**src/rtl/div_restoring_4bit_pkg.sv**
```systemverilog
// Shared types and constants for the restoring divider.
// Holds the FSM state encoding and the counter-width helper.
package div_pkg;

   localparam int DEF_WIDTH = 4;
   localparam int CNT_W     = $clog2(DEF_WIDTH + 1);

   typedef enum logic [1:0] {
      IDLE = 2'd0,
      RUN  = 2'd1,
      DONE = 2'd2
   } state_t;

   function automatic int cnt_width(input int w);
      return $clog2(w + 1);
   endfunction

endpackage

```
**src/rtl/div_restoring_4bit_if.sv**
```systemverilog
// Request/result bundle for the restoring divider.
// The master drives the request; the divider (slave) returns the result.
interface div_restoring_4bit_if
   import div_pkg::*;
#(
   parameter int WIDTH = DEF_WIDTH
);
   logic             start;
   logic [WIDTH-1:0] dividend;
   logic [WIDTH-1:0] divisor;
   logic             busy;
   logic             done;
   logic [WIDTH-1:0] quotient;
   logic [WIDTH-1:0] remainder;
   logic             div_by_zero;

   modport master (
      output start, dividend, divisor,
      input  busy, done, quotient, remainder, div_by_zero
   );

   modport slave (
      input  start, dividend, divisor,
      output busy, done, quotient, remainder, div_by_zero
   );
endinterface

```
**src/rtl/div_restoring_4bit_addsub.sv**
```systemverilog
// Ripple-carry add/sub built from full-adder cells.
// sel=1 subtracts (a + ~b + 1); cout=1 then means no borrow.
module full_adder (
   input  logic a,
   input  logic b,
   input  logic cin,
   output logic s,
   output logic cout
);
   assign s    = a ^ b ^ cin;
   assign cout = (a & b) | (cin & (a ^ b));
endmodule

module addsub_nbit #(
   parameter int N = 5
) (
   input  logic [N-1:0] a,
   input  logic [N-1:0] b,
   input  logic         sel,
   output logic         cout,
   output logic [N-1:0] result
);
   logic [N:0]   carry;
   logic [N-1:0] b_x;

   assign b_x      = b ^ {N{sel}};
   assign carry[0] = sel;

   for (genvar i = 0; i < N; i++) begin : g_fa
      full_adder u_fa (
         .a    (a[i]),
         .b    (b_x[i]),
         .cin  (carry[i]),
         .s    (result[i]),
         .cout (carry[i+1])
      );
   end

   assign cout = carry[N];
endmodule

```
**src/rtl/div_restoring_4bit.sv**
```systemverilog
// Sequential unsigned restoring divider, one quotient bit per clock.
//   state | meaning
//   IDLE  | waiting for start; outputs hold the last result
//   RUN   | one shift/trial-subtract iteration per edge, WIDTH iterations
//   DONE  | single-cycle done pulse; results already registered
module div_restoring_4bit
   import div_pkg::*;
#(
   parameter int WIDTH = DEF_WIDTH
) (
   input  logic                 clk,
   input  logic                 rst_n,
   div_restoring_4bit_if.slave  bus
);
   localparam int CW = cnt_width(WIDTH);

   state_t           state, state_nxt;
   logic [WIDTH:0]   r_w;
   logic [WIDTH-1:0] q_w;
   logic [WIDTH-1:0] d_w;
   logic [CW-1:0]    cnt;

   logic [WIDTH:0]   r_sh;
   logic [WIDTH:0]   trial;
   logic [WIDTH:0]   r_nxt;
   logic [WIDTH-1:0] q_nxt;
   logic             no_borrow;
   logic             last_iter;
   logic             unused_r_msb;

   logic [WIDTH-1:0] quotient_q;
   logic [WIDTH-1:0] remainder_q;
   logic             dbz_q;

   // The restored partial remainder is always below the divisor, so its MSB stays 0.
   assign r_sh         = {r_w[WIDTH-1:0], q_w[WIDTH-1]};
   assign unused_r_msb = r_w[WIDTH];

   addsub_nbit #(.N(WIDTH + 1)) u_trial (
      .a      (r_sh),
      .b      ({1'b0, d_w}),
      .sel    (1'b1),
      .cout   (no_borrow),
      .result (trial)
   );

   assign r_nxt     = no_borrow ? trial : r_sh;
   assign q_nxt     = {q_w[WIDTH-2:0], no_borrow};
   assign last_iter = (cnt == CW'(WIDTH - 1));

   always_ff @(posedge clk or negedge rst_n) begin
      if (!rst_n) state <= IDLE;
      else        state <= state_nxt;
   end

   always_comb begin
      state_nxt = state;
      unique case (state)
         IDLE:    if (bus.start) state_nxt = (bus.divisor == '0) ? DONE : RUN;
         RUN:     if (last_iter) state_nxt = DONE;
         DONE:    state_nxt = IDLE;
         default: state_nxt = IDLE;
      endcase
   end

   always_ff @(posedge clk or negedge rst_n) begin
      if (!rst_n) begin
         r_w         <= '0;
         q_w         <= '0;
         d_w         <= '0;
         cnt         <= '0;
         quotient_q  <= '0;
         remainder_q <= '0;
         dbz_q       <= 1'b0;
      end else begin
         case (state)
            IDLE: begin
               if (bus.start) begin
                  dbz_q <= 1'b0;
                  if (bus.divisor == '0) begin
                     quotient_q  <= '1;
                     remainder_q <= bus.dividend;
                     dbz_q       <= 1'b1;
                  end else begin
                     q_w <= bus.dividend;
                     r_w <= '0;
                     d_w <= bus.divisor;
                     cnt <= '0;
                  end
               end
            end
            RUN: begin
               r_w <= r_nxt;
               q_w <= q_nxt;
               cnt <= cnt + CW'(1);
               if (last_iter) begin
                  quotient_q  <= q_nxt;
                  remainder_q <= r_nxt[WIDTH-1:0];
               end
            end
            default: ;
         endcase
      end
   end

   assign bus.busy        = (state != IDLE);
   assign bus.done        = (state == DONE);
   assign bus.quotient    = quotient_q;
   assign bus.remainder   = remainder_q;
   assign bus.div_by_zero = dbz_q;

endmodule

```
**src/flat_wrapper.sv**
```systemverilog
// flat-port wrapper written by rule: the top's interface ports become plain ports
module div_restoring_4bit_flat import div_pkg::*;
#(
   parameter int WIDTH = DEF_WIDTH
)
  (clk, rst_n, bus_start, bus_dividend, bus_divisor, bus_busy, bus_done, bus_quotient, bus_remainder, bus_div_by_zero);
  div_restoring_4bit_if #(.WIDTH(WIDTH)) bus_i ();
  input  logic clk;
  input  logic rst_n;
  input wire logic [$bits(bus_i.start)-1:0] bus_start;
  input wire logic [$bits(bus_i.dividend)-1:0] bus_dividend;
  input wire logic [$bits(bus_i.divisor)-1:0] bus_divisor;
  output wire logic [$bits(bus_i.busy)-1:0] bus_busy;
  output wire logic [$bits(bus_i.done)-1:0] bus_done;
  output wire logic [$bits(bus_i.quotient)-1:0] bus_quotient;
  output wire logic [$bits(bus_i.remainder)-1:0] bus_remainder;
  output wire logic [$bits(bus_i.div_by_zero)-1:0] bus_div_by_zero;
  assign bus_i.start = bus_start;
  assign bus_i.dividend = bus_dividend;
  assign bus_i.divisor = bus_divisor;
  assign bus_busy = bus_i.busy;
  assign bus_done = bus_i.done;
  assign bus_quotient = bus_i.quotient;
  assign bus_remainder = bus_i.remainder;
  assign bus_div_by_zero = bus_i.div_by_zero;
  div_restoring_4bit #(.WIDTH(WIDTH)) u_core (.clk(clk), .rst_n(rst_n), .bus(bus_i));
endmodule
```
**config.mk**
```make
export PLATFORM = sky130hd
export DESIGN_NAME = div_restoring_4bit_flat
export DESIGN_NICKNAME = d
export VERILOG_FILES = /design/src/rtl/div_restoring_4bit_pkg.sv /design/src/rtl/div_restoring_4bit_if.sv /design/src/rtl/div_restoring_4bit_addsub.sv /design/src/rtl/div_restoring_4bit.sv /design/src/flat_wrapper.sv
export SDC_FILE = /design/constraint.sdc
export NUM_CORES = 1
export LEC_CHECK = 0
export CORE_MARGIN = 8
export CORE_UTILIZATION = 40
export DETAILED_ROUTE_END_ITERATION = 8
export PLACE_DENSITY = 0.65
export RECOVER_POWER = 25
export SLEW_MARGIN = 20
export SYNTH_ARGS = -nofsm -noshare
export SYNTH_HDL_FRONTEND = slang
export SYNTH_SLANG_ARGS = --single-unit
```
**constraint.sdc**
```tcl
create_clock -name clk -period 2.5 [get_ports clk]
set_input_delay 0.5 -clock clk [delete_from_list [all_inputs] [get_ports clk]]
set_output_delay 0.5 -clock clk [all_outputs]
set_load 0.05 [all_outputs]
```
==> results.txt, run 1 <==
The run finished with clean final reports. The static leakage is 0.7634 nW. The worst setup path is of the flop to flop kind.

The global-route congestion overflow total came out at 0. The multiplexer share of the synthesized area came out at 9.879%. The share of the synthesized area in the top cell type is 48.46%. The fraction of met1 tracks used by global routing came out at 12.31%. The synthesized netlist cell count is 127. The max-slew violation count is 0.

After Yosys synthesis, full adders, half adders and majority gates account for 7.269% of the synthesized area. STA classifies the critical path endpoint as a flop. Of the total synthesized cell area, the portion taken by AND, OR, NAND and NOR gates is 10.81%. The worst max-slew margin expressed relative to the limit came out at 9.650%. The worst path uses 95.23% of the clock period. The sequential-to-total area share from yosys stat is 48.46%. Derived from the worst setup path, the maximum achievable clock frequency is 0.4200 GHz. The total via count in the routed design is 1012. The detail route stage leaves a number of antenna-violating nets equal to 0. The data arrival time of the worst path is 2.61 ns. The number of buffers inserted during clock tree synthesis is 3. For the finished layout, the period the worst path requires is 2.381 ns. The routability congestion estimate from global placement came out at 0.8358.

The buffering stage count on the worst path with inverters included is 3. The final setup TNS is 0 ns. During synthesis, Yosys emitted a total of 0 warnings.

The routed design has 2.825 mm of wire. The met2 usage in global routing is 19.73%. The synthesized net count came out at 144. The die area came out at 0.005466 sq mm. Dividing the detail-routed wire length by the instance count gives 14.27 um. After synthesis, the largest family of logic cells by area is compound AO/OA/AOI/OAI gates. The number of buffers inserted for hold repair after clock tree synthesis came out at 0.

The most area-hungry cell type in the Yosys netlist is dfrtp_1. The average size of a mapped cell came out at 10.57 sq um. After synthesis, the cell types taking the most area are dfrtp_1 48%, mux2_2 8.4%, inv_1 5.3%, fa_1 4.5%, a21oi_1 3.7%. The maximum net fanout on the critical path came out at 8. In the routed layout, each cell is associated on average with a via count of 5.111. The pin slew with the least headroom to its limit came out at 1.355 ns. The cell area power density is 1497 mW/mm^2. The setup-violating endpoint count in the final report came out at 0. The combined area of all synthesized cells came out at 0.001343 sq mm. The worst setup path is launched from a flop. Detailed placement ended at an HPWL of 2.181 mm. In the global route stage, met3 resource usage came out at 2.291%. Measured along the y axis, the die boundary spans 73.94 um. The post-synthesis cell type count came out at 28. The pin count of the biggest net entering global routing is 27. The core region is 0.003284 sq mm.

The number of detailed-route iterations in the first pass came out at 4. Traced cell by cell, the critical path runs through inv_2, ha_1, inv_1, fa_2, fa_2, inv_2, fa_2, nand2b_4, mux2_2, mux2_2. The number of H-tree branching levels is 1.

The peak per-stage delay on the critical path came out at 0.42 ns. On the critical path, the stage with the largest delay is an instance of dfrtp_1. After the last flow step, the layout net total stands at 170. The path class of the tightest hold or removal check is flop to flop. The clock tree from TritonCTS is built.

The remaining routing DRC violations came out at 0. The largest vdd supply drop is 457.2 uV. The first routing iteration left 51 violations. After Yosys synthesis, XOR and XNOR cells account for 0% of the synthesized area.

The fraction of final layout cells sized beyond drive strength 1 is 19.08%. Setup repair after global routing left no endpoint under its margin. The die is 73.94 um wide.

The clock skew came out at 0.002494 ns. The later pin in the worst-skew pair is clocked with a latency of 0.32 ns. After floorplanning, the core was divided into 21 placement rows. Counting every sink on the clock net gives 26.

In this run, synthesis produced a sequential element count of 26. The number of global-route vias before repair is 1053. The number of antenna violations at the first check in global routing is 0. Max-cap violations in this run came to 0. The first-pass GRT wire length is 4.671 mm.

In this run the most used layer during global routing was met2. The number of I/O port buffers came out at 21. The root buffer cell is clkbuf_4. The endpoint required time on the critical path came out at 2.72 ns. The family of cells with the greatest summed delay on the critical path is adder cells. By instance count, the cell type seen most on the critical path is fa_2. The number of endpoints with negative hold slack in the final report came out at 0.

The top-level port count is 22. The compound-cell area share of the yosys netlist is 15.19%. The clock-pin slew on the worst setup and hold paths came out at 0.13 ns. The maximum count of clock buffers along a single path came out at 2. The total track usage came out at 11.12%.

The non-filler instance count after layout came out at 198. Once the floorplan was initialized, standard cells occupied 40.88% of the core. The cell total after placement came out at 191. The area growth from synthesis to final layout came out at 26.28%.

The number of antenna diodes in the final layout is 0.
sequential cells by signal, summed over array words and instances, names as in the netlist:
name / cells
u_core.bus.div_by_zero: 1
u_core.state: 2
u_core.cnt: 3
u_core.bus.quotient: 4
u_core.r_w: 4
u_core.bus.remainder: 4
u_core.q_w: 4
u_core.d_w: 4
layout make-up:
cell class	count	area, sq um
timing repair buffer	29	269.0
tap	46	57.56
fill	307	1589
inverter	19	71.32
clock inverter	1	30.03
multi-input combinational	74	594.3
clock buffer	3	22.52
sequential	26	650.6
stage by stage:
| step | setup slack, ns | hold WS (ns) | total power, mW | area, sq um | utilization [%] |
|---|---|---|---|---|---|
| 2_1_floorplan | 0.04787 | 0.2044 | 1.776 | 1343 | - |
| 3_3_place_gp | -0.04054 | 0.4603 | 2.122 | 1607 | 48.91 |
| 3_5_place_dp | -0.1053 | 0.4723 | 2.159 | 1607 | 48.91 |
| 4_1_cts | 0.002190 | 0.4904 | 2.525 | 1692 | 51.50 |
| 5_1_grt | 0.02818 | 0.5248 | 2.730 | 1695 | 51.62 |
| 6_report | 0.1192 | 0.4852 | 2.538 | 1695 | 51.62 |
metal layers:
layer	up-vias	part of all wire (%)
li1	493	-
met1	496	42
met2	18	52
met3	5	4.1
met4	0	1.8
met5	-	0
cells in the final DEF, fill, tap and decap left out, types with 3 or more instances in the layout:
master	instances
a21oi_1	10
mux2_2	10
buf_4	7
nor4_1	4
nor2_1	6
dfrtp_1	26
o22ai_1	6
a211oi_1	4
inv_1	17
o211ai_1	4
fa_2	3
ha_1	3
clkdlybuf4s50_1	19
o31ai_1	4
and3b_1	4
clkbuf_4	3
final timing paths:
kind	from	endpoint	slack [ns]	cells past startpoint
min reg2reg	u_core.cnt[0]	u_core.cnt[0]	0.49	1
min	u_core.cnt[0]	u_core.cnt[0]	0.49	1
max reg2reg	u_core.q_w[3]	u_core.q_w[0]	0.12	10
max in group asynchronous	rst_n	u_core.cnt[1]	0.72	2
min in group asynchronous	rst_n	u_core.bus.remainder[3]	1.00	2
max	u_core.q_w[3]	u_core.q_w[0]	0.12	10
cells in the mapped netlist:
master,count
fa_1,3
and3b_1,4
nand2_1,2
o21a_1,1
buf_1,1
o21ai_0,2
ha_1,3
mux2i_1,2
a211oi_1,4
nor4_1,4
buf_2,3
dfrtp_1,26
buf_6,1
nand2b_1,2
or4_1,1
a21oi_1,10
nor2b_1,2
inv_1,19
nor2_1,6
clkbuf_1,3
nand3b_1,1
o31ai_1,4
o22ai_1,6
or3b_2,1
mux2_2,10
or2_2,1
o211ai_1,4
o41ai_1,1
cell families after synthesis:
logic type / Yosys count
compound gates: 32
fa+ha+maj: 6
simple gates: 24
mux: 12
flops: 26
buf+inv: 27
where the power goes:
| group | switching (mW) | leakage [nW] | internal, mW |
|---|---|---|---|
| combinational | 0.857 | 0.426 | 0.647 |
| clock | 0.120 | 0.0279 | 0.162 |
| sequential | 0.137 | 0.309 | 0.614 |
what timing repair did:
item / CTS / global route
pin swaps: 1 / 1
setup endpoints to repair: 5 / 9
endpoints found under the hold margin: 0 / 0
buffers inserted: 3 / 0
gates resized for setup: 2 / 5
Note: power is estimated with default switching activity, not from simulation.
==> run 2: changes to the inputs <==
--- a/config.mk
+++ b/config.mk
@@ -8,9 +8,9 @@
 export CORE_MARGIN = 8
 export CORE_UTILIZATION = 40
 export DETAILED_ROUTE_END_ITERATION = 8
-export PLACE_DENSITY = 0.65
 export RECOVER_POWER = 25
 export SLEW_MARGIN = 20
 export SYNTH_ARGS = -nofsm -noshare
 export SYNTH_HDL_FRONTEND = slang
+export SYNTH_HIERARCHICAL = 1
 export SYNTH_SLANG_ARGS = --single-unit
==> run 2 against run 1 <==
  * The flow now finishes with violations (setup timing)
  * Worst hold slack gained 0.0070 ns
  * Critical endpoint is now u_core/bus.remainder[2]
  * Highest routed layer unchanged
  * Setup slack got worse by 0.70 ns
  * Synthesized area is 4.1% higher
==> results.txt, run 2 <==
Traced cell by cell, the critical path runs through xor2_2, fa_2, fa_2, fa_2, fa_2, fa_2, mux2i_2, mux2i_1, mux2_4. The combined area of all synthesized cells is 0.001398 sq mm. The number of detailed-route iterations in the first pass is 4.

The number of global-route vias before repair came out at 1033. The number of antenna violations at the first check in global routing came out at 0. The total via count in the routed design is 1010.

The area growth from synthesis to final layout came out at 29.10%. The maximum net fanout on the critical path came out at 5. Once routing completed, OpenROAD measured the worst setup slack at -0.5851 ns.

Setup repair after global routing could not meet its margin everywhere. The fraction of final layout cells sized beyond drive strength 1 came out at 22.64%. In the layout the commonest cells are 26 x dfrtp_1, 20 x clkdlybuf4s50_1, 12 x a21oi_1, 11 x nand2_1, 9 x o21ai_0.

For this run, the leading register cell type out of synthesis is dfrtp_1. The post-synthesis cell type count is 29. Counting stages on the worst path, the most repeated cell is fa_2. In the synthesized netlist the async set-or-reset flop fraction comes to 100.0%. The overall die height is 75.11 um. Including well taps, the total number of placed cells is 198. Based on the critical path, the design can be clocked at up to 0.3241 GHz.

The type of the setup path with the least slack is flop to flop. Counting along the longest clock path gives a buffer depth of 2. Once the floorplan was initialized, standard cells occupied 41.88% of the core. The pin slew with the least headroom to its limit came out at 1.410 ns. The post-synthesis share of cell area spent on and, or, nand and nor gates came out at 11.37%.

The remaining antenna violation count after routing came out at 0. The number of antenna diodes in the final layout is 0. The total area of multi-input combinational cells came out at 732.0 sq um.

The remaining routing DRC violations is 0. Routability-driven placement finished with a final weighted congestion of 0.7891. The share of synthesized cell area in full adder, half adder and majority cells came out at 8.953%.

The average size of a mapped cell is 10.75 sq um. The overall die width is 75.11 um. The sequential-to-total area share from yosys stat came out at 46.55%. Row generation in the floorplan step produced 21 rows.

Summing the areas of all xor and xnor instances in the mapped netlist gives 3.133% of the synthesized area. The clock sink count came out at 26. The clock-pin slew on the worst setup and hold paths came out at 0.13 ns. The count of maximum capacitance violations is 0. Ranked by total cell area, the synthesized netlist is headed by dfrtp_1 47%, fa_1 7.2%, mux2i_1 5.7%, mux2_2 4.8%, a21oi_1 4.3%. The top-level port count came out at 22. The max-slew violation count came out at 0. The worst max-slew margin expressed relative to the limit came out at 6.023%.

Among all stages on the critical path, the largest delay is contributed by fa_2. The compound-cell area share of the yosys netlist came out at 12.35%. The flow ran to the end, but the final reports show violations. The final reports fail on setup timing. The kind of launch point of the worst setup path is a flop.

By area, the combinational part of the netlist is dominated by multiplexers. The min-delay analysis places its worst path in the category flop to flop. Clock latency on the worst-skew pair, taken at its later pin, is 0.32 ns.

The routed wire length is 3.056 mm. Clock tree synthesis selected as its root buffer the cell clkbuf_4. In this run, synthesis produced a sequential element count of 26. After technology mapping, the gate count stands at 130. The number of buffers inserted for hold repair after clock tree synthesis came out at 0. The worst setup path is captured at a flop.

The minimum setup slack among reg-to-reg paths is -0.59 ns. The pin count of the biggest net entering global routing came out at 27. dfrtp_1 takes more of the synthesized area than any other cell.

The area used by sequential logic in the layout is 650.6 sq um. The number of H-tree branching levels is 1. The non-filler instance count after layout came out at 205. The placement-stage worst setup slack came out at -0.5717 ns. The number of violations reported at the end of detailed-routing iteration 0 came out at 63.

The die covers 0.005642 sq mm. The total design power is 2.626 mW. The static leakage is 0.7635 nW. For the worst setup path, the data required time is 2.72 ns. The count of flip-flops with a built-in enable after synthesis is 0. The clock skew came out at 0.006835 ns. The mean routed wirelength per cell came out at 14.91 um. The net count of the finished layout came out at 178. The worst hold-check slack is 0.4922 ns. The most numerous cell in the Yosys netlist is dfrtp_1. Global routing consumed, over all layers together, 11.44% of the routing resources. The placeable core area is 0.003337 sq mm. The share of the synthesized area in the top cell type came out at 46.55%. The peak per-stage delay on the critical path is 0.44 ns. The number of buffers inserted during clock tree synthesis came out at 3.

Summed over all nets, the half-perimeter wirelength after detailed placement is 2.164 mm. The global-route congestion overflow total is 0. Dividing the final minimum period by the clock period gives 123.4%.

The commonest cells after synthesis are 26 x dfrtp_1, 12 x a21oi_1, 11 x nand2_1. During placement, the flow inserted port buffers numbering 21. The final period demand of the worst path is 3.085 ns.

The data arrival time of the worst path is 3.31 ns. The multiplexer share of the synthesized area is 12.71%. The clock tree from TritonCTS is built. The warning count from the yosys run is 6.

The largest vdd supply drop came out at 523.0 uV. The most common library cell in the layout ignoring fill and taps is dfrtp_1. The number of fillers in the final layout came out at 307. The cell area power density came out at 1456 mW/mm^2. The final setup TNS is -4.752 ns. Setup violations remaining at the end of the flow were counted as 10. The number of endpoints with negative hold slack in the final report came to 0. The first-pass GRT wire length is 4.892 mm.

Dividing the detail-routed via count by the number of cells gives 4.927.
[run 2: cell count changes after synthesis, sizes merged, moves of 5 or more]
cell   change
xor2       +5
o21ai      +8
mux2i      +6
nand2      +9
inv       -14
[run 2: stage by stage]
step	area (sq um)	util (%)
5_1_grt	1804	54.07
4_1_cts	1800	53.96
3_5_place_dp	1692	50.69
2_1_floorplan	1424	-
3_3_place_gp	1692	50.69
6_report	1804	54.07
[run 2: cells by family (layout without fill, tap and decap cells)]
| kind of cell | after synthesis | after routing |
|---|---|---|
| buffers and inverters | 12 | 40 |
| and+or+nand+nor | 32 | 32 |
| AOI/OAI and AO/OA | 30 | 30 |
| DFF | 26 | 26 |
| muxes | 16 | 16 |
| adders and majority gates | 7 | 7 |
| other | 2 | 3 |
| xor gates and xnor gates | 5 | 5 |
[run 2: critical path: cells and delay by family, from the launching register on]
family	cells	cell delay [ns]
XOR/XNOR	1	0.08
adder cells (fa/ha/maj)	5	1.83
flip-flops	1	0.40
multiplexers	3	0.66
[run 2: timing repair]
item,in CTS,in global routing
resized for setup,5,4
setup buffers,5,1
setup endpoints to repair,10,10
[run 2: power by group]
part           switching [mW]  total, mW  internal, mW
registers               0.150      0.767         0.617
logic                   0.852       1.57         0.721
clock network           0.125      0.287         0.162
total                    1.13       2.63          1.50
[run 2: layout make-up]
| type | instances | share of cell area [%] |
|---|---|---|
| multi-input combinational | 93 | 40.57 |
| inverter | 5 | 1.040 |
| sequential | 26 | 36.06 |
| clock buffer | 3 | 1.248 |
| timing repair buffer | 31 | 16.23 |
| tap | 46 | 3.190 |
| clock inverter | 1 | 1.664 |
[run 2: worst paths after layout]
check | start | to | cells after the start
max | u_core/d_w[0] | u_core/bus.remainder[2] | 9
min | u_core/bus.div_by_zero | u_core/bus.div_by_zero | 2
max reg2reg | u_core/d_w[0] | u_core/bus.remainder[2] | 9
min reg2reg | u_core/bus.div_by_zero | u_core/bus.div_by_zero | 2
max in group asynchronous | rst_n | u_core/d_w[0] | 2
min in group asynchronous | rst_n | u_core/bus.quotient[1] | 2
[run 2: metal layers]
metal	track usage, %	vias up	part of all wire (%)
met2	17.75	30	45
li1	-	498	-
met1	15.21	476	47
met5	0	-	0
met4	4.565	0	1.5
met3	2.130	6	6.6
==> RTL change 1, RTL diff (flow settings as in run 1) <==
Change the package constant `DEF_WIDTH` from 4 to 2.
--- a/src/rtl/div_restoring_4bit_pkg.sv
+++ b/src/rtl/div_restoring_4bit_pkg.sv
@@ -2,7 +2,7 @@
 // Holds the FSM state encoding and the counter-width helper.
 package div_pkg;
 
-   localparam int DEF_WIDTH = 4;
+   localparam int DEF_WIDTH = 2;
    localparam int CNT_W     = $clog2(DEF_WIDTH + 1);
 
    typedef enum logic [1:0] {
Ports: changed (resized bus_dividend, bus_divisor, bus_quotient and bus_remainder); port bits go from 22 to 14. No check against the original RTL was run, so the function may have changed too.
==> RTL change 1 against run 1 <==
Register-to-register slack improved by 0.20 ns; critical endpoint is now bus_busy; largest cell class unchanged; area after synthesis decreased by 42%; global-route usage decreased by 0.54 points; sequential share of layout area increased by 0.99 points; total power decreased by 45%; first-iteration DRC count decreased by 78%; worst hold slack improved by 0.012 ns; setup slack improved by 0.017 ns; cell area decreased by 44%; sequential cell count decreased by 11; routed wire length decreased by 40%; largest power group unchanged.
==> RTL change 1: results <==
[run_status]
outcome = completed

[clock_tree]
cts-resized-gates = 0
post_cts_buffers = 0
path_clk_slew_ns = 0.10
clk-insertion-delay-late_ns = 0.29

[route]
drtIter0Drc = 11
viasPerCell = 4.99
wirelength_um = 1710

[pwr]
power_switching_w = 0.000639
irDropWorstVdd_v = 0.000643
leakagePower_nw = 0.432

[global_routing]
grt_first_pass_wirelength_um = 2880
grt_max_degree = 16
grtUsageTotal_pct = 10.6
grt_pass1_vias = 622

[timing]
worst_clock_skew_ns = 0.00767
slew_headroom_pct = 54.3

[yosys]
yosys-top-cells-area = dfrtp_1 48%, mux2_2 5.8%, inv_1 5.3%
ys_seq_area_share_pct = 48.2
synth.distinct_cells = 26
synth_nets = 81
synth_common_cells = 15 x dfrtp_1, 11 x inv_1, 5 x nor2_1

[finish]
fillCellCount = 182
final_nets = 98

[critical_path]
rr_worst_depth = 7
cp_max_fo = 9
startpoint = u_core.state[0]$_DFFE_PN0P_
slowest_delay_ns = 0.80
r2r_slack_ns = 0.32
worst_ep_required_time_ns = 2.00
reg2reg_from = u_core.q_w[1]$_DFFE_PN0P_

[placed_design]
hpwl_um = 1250
io_buffers = 13
[RTL change 1: critical path, delay by kind of cell (launching register included)]
| family | cells | cell delay, ns |
|---|---|---|
| DFF | 1 | 0.52 |
| and+or+nand+nor | 1 | 0.09 |
| buffers and inverters | 2 | 0.96 |
[RTL change 1: routing by layer]
metal  GRT usage, %  part of all wire, %
met5              0                    0
met4           6.12                  1.6
met3           3.87                  8.3
met2           15.4                   43
met1           12.9                   47
[RTL change 1: worst max-delay path by stage]
stage          slack, ns  depth (start not counted)                                 end
2_1_floorplan       0.48                          7           u_core.q_w[0]$_DFFE_PN0P_
3_3_place_gp        0.31                          4  u_core.bus.quotient[0]$_DFFE_PN0P_
3_5_place_dp        0.25                          4  u_core.bus.quotient[0]$_DFFE_PN0P_
4_1_cts             0.13                          3                            bus_busy
5_1_grt             0.05                          3                            bus_busy
6_report            0.14                          3                            bus_busy
[RTL change 1: metrics by stage]
step / power, W / setup WS, ns / instances / hold WS, ns / instance area [um^2]
2_1_floorplan: 0.00106 / 0.478 / 71 / 0.204 / 779
3_3_place_gp: 0.00124 / 0.315 / 110 / 0.474 / 926
3_5_place_dp: 0.00126 / 0.254 / 110 / 0.483 / 926
4_1_cts: 0.00141 / 0.132 / 114 / 0.497 / 953
5_1_grt: 0.00151 / 0.0465 / 114 / 0.532 / 953
6_report: 0.00140 / 0.136 / 114 / 0.498 / 953
[RTL change 1: layout make-up]
cell class	count	area [um^2]	share of cell area [%]
Sequential cell	15	375	39.4
Multi-Input combinational cell	43	338	35.4
Inverter	11	41.3	4.33
Timing Repair Buffer	14	138	14.4
Clock buffer	3	22.5	2.36
Tap cell	27	33.8	3.54
Clock inverter	1	5.00	0.525
[RTL change 1: cells by family after synthesis]
group                      synth area share, %
AOI/OAI and AO/OA                         13.5
adders and majority gates                 5.78
buffers and inverters                     8.51
DFF                                       48.2
muxes                                     12.8
and+or+nand+nor                           11.2
[RTL change 1: power by group through the flow]
stage | sequential, W | combinational [W] | clock [W]
4_1_cts | 0.000449 | 0.000810 | 0.000149
6_report | 0.000450 | 0.000811 | 0.000142
3_3_place_gp | 0.000453 | 0.000789 | 0
2_1_floorplan | 0.000525 | 0.000535 | 0
3_5_place_dp | 0.000452 | 0.000806 | 0
5_1_grt | 0.000466 | 0.000886 | 0.000154
==> RTL change 2, RTL diff (flow settings as in run 1) <==
Without the edit above. Make the reset (`rst_n`) synchronous in 2 clocked blocks.
--- a/src/rtl/div_restoring_4bit.sv
+++ b/src/rtl/div_restoring_4bit.sv
@@ -48,7 +48,7 @@
    assign q_nxt     = {q_w[WIDTH-2:0], no_borrow};
    assign last_iter = (cnt == CW'(WIDTH - 1));
 
-   always_ff @(posedge clk or negedge rst_n) begin
+   always_ff @(posedge clk) begin
       if (!rst_n) state <= IDLE;
       else        state <= state_nxt;
    end
@@ -63,7 +63,7 @@
       endcase
    end
 
-   always_ff @(posedge clk or negedge rst_n) begin
+   always_ff @(posedge clk) begin
       if (!rst_n) begin
          r_w         <= '0;
          q_w         <= '0;
Behaviour: differs if rst_n is asserted again (counterexample within 4 cycles, from zero or initial values and one cycle with rst_n low); with rst_n held inactive, the same outputs for 10 cycles.
==> RTL change 2 against run 1 <==
Non-clock buffer count stayed put; setup slack worse by 0.048 ns; cell area is 4.0% lower; area after synthesis is 4.6% lower; routed wire length is 1.8% higher; global-route usage is 0.56 points higher; sequential cell count stayed put; highest routed layer unchanged.
Power is not compared: it rests on default switching activity, and its combinational part moved more than twofold at a synthesized area within 25%.
==> RTL change 2: results <==
[global_routing]
grt_max_degree = 18
grt_first_pass_wirelength_um = 4930
grt_pass1_vias = 1078
grtUsageTotal_pct = 11.7
antenna_found_initial = 0

[placed_design]
place_area_mm2 = 0.00156
gp_congestion = 0.873
hpwl_um = 2240
dp_cells = 206

[critical_path]
cp_top_family = adder cells
crit_arrival_ns = 2.64
crit_slowest_cell = fa_2
cp_max_fo = 4
slowest_delay_ns = 0.39

[pwr]
powerDensity_mw_per_mm2 = 599

[yosys]
synth_top_flop_cell = dfxtp_1
synthArstFlopShare_pct = 0
netlist_instances = 140
synth_common_cells = 26 x dfxtp_1, 21 x nor2_1, 14 x nand2_1, 10 x inv_1, 9 x a21oi_1
synth_nets = 157
synthAdderAreaFrac_pct = 7.62
yosys-top-cells-area = dfxtp_1 41%, nor2_1 6.2%, a211oi_2 5.9%
synthMuxAreaShare_pct = 3.91
synth-compound-area-share_pct = 22.9
ys_seq_area_share_pct = 40.6
synth.distinct_cells = 36

[clock_tree]
clk-insertion-delay-late_ns = 0.32
cts-root-buf = clkbuf_4
post_cts_buffers = 0
clockBufferDepth = 2

[route]
drtIter0Drc = 44
avgRoutedWirePerCell_um = 13.7
first_pass_iters = 4
drc = 0
wirelength_um = 2880
viasPerCell = 4.99

[timing]
worst_clock_skew_ns = 0.00804
worst_slew_pin_slew_ns = 0.515

[run_status]
outcome = completed

[finish]
final_nets = 184
drive_gt1_share_pct = 19.9
fillCellCount = 294
[RTL change 2: cell count changes after synthesis, sizes merged, moves of 6 or more]
cell and delta:
nand2 +12, mux2 -10, dfxtp +26, inv -8
nor2 +16, o21ai +7, dfrtp -26, o22ai -6
[RTL change 2: final cells by class]
class	instances	share of cell area, %
multi-input combinational	96	42.2
clock buffer	3	1.38
tap	44	3.38
timing repair buffer	29	16.6
sequential	26	32.1
inverter	11	2.54
clock inverter	1	1.84
[RTL change 2: final timing paths]
kind	startpoint	to	slack (ns)	depth (start not counted)
worst max-delay path	u_core.q_w[3]$_SDFFE_PN0P_	u_core.bus.remainder[1]$_SDFFE_PN0P_	0.07	11
worst min-delay path	u_core.bus.div_by_zero$_SDFFE_PN0P_	u_core.bus.div_by_zero$_SDFFE_PN0P_	0.47	2
worst max register to register	u_core.q_w[3]$_SDFFE_PN0P_	u_core.bus.remainder[1]$_SDFFE_PN0P_	0.07	11
worst min register to register	u_core.bus.div_by_zero$_SDFFE_PN0P_	u_core.bus.div_by_zero$_SDFFE_PN0P_	0.47	2
[RTL change 2: timing repair]
item                                    in CTS  in global routing
cloned                                       0                  0
resized for setup                            2                  2
endpoints found under the setup margin       2                  4
[RTL change 2: stage by stage]
step,TNS (ns),total power (W),setup slack [ns]
after floorplan,0,0.000610,0.0720
final,0,0.000974,0.0708
after global routing,-0.206,0.00103,-0.0787
after detailed placement,-0.0470,0.000684,-0.0252
after CTS,0,0.000975,0.0510
after global placement,0,0.000680,0.0585
[RTL change 2: per-layer routing]
metal	GRT usage, %	share of wire, %
met5	0	0
met4	5.11	0.66
met3	2.88	4.7
met2	18.3	46
met1	14.7	49
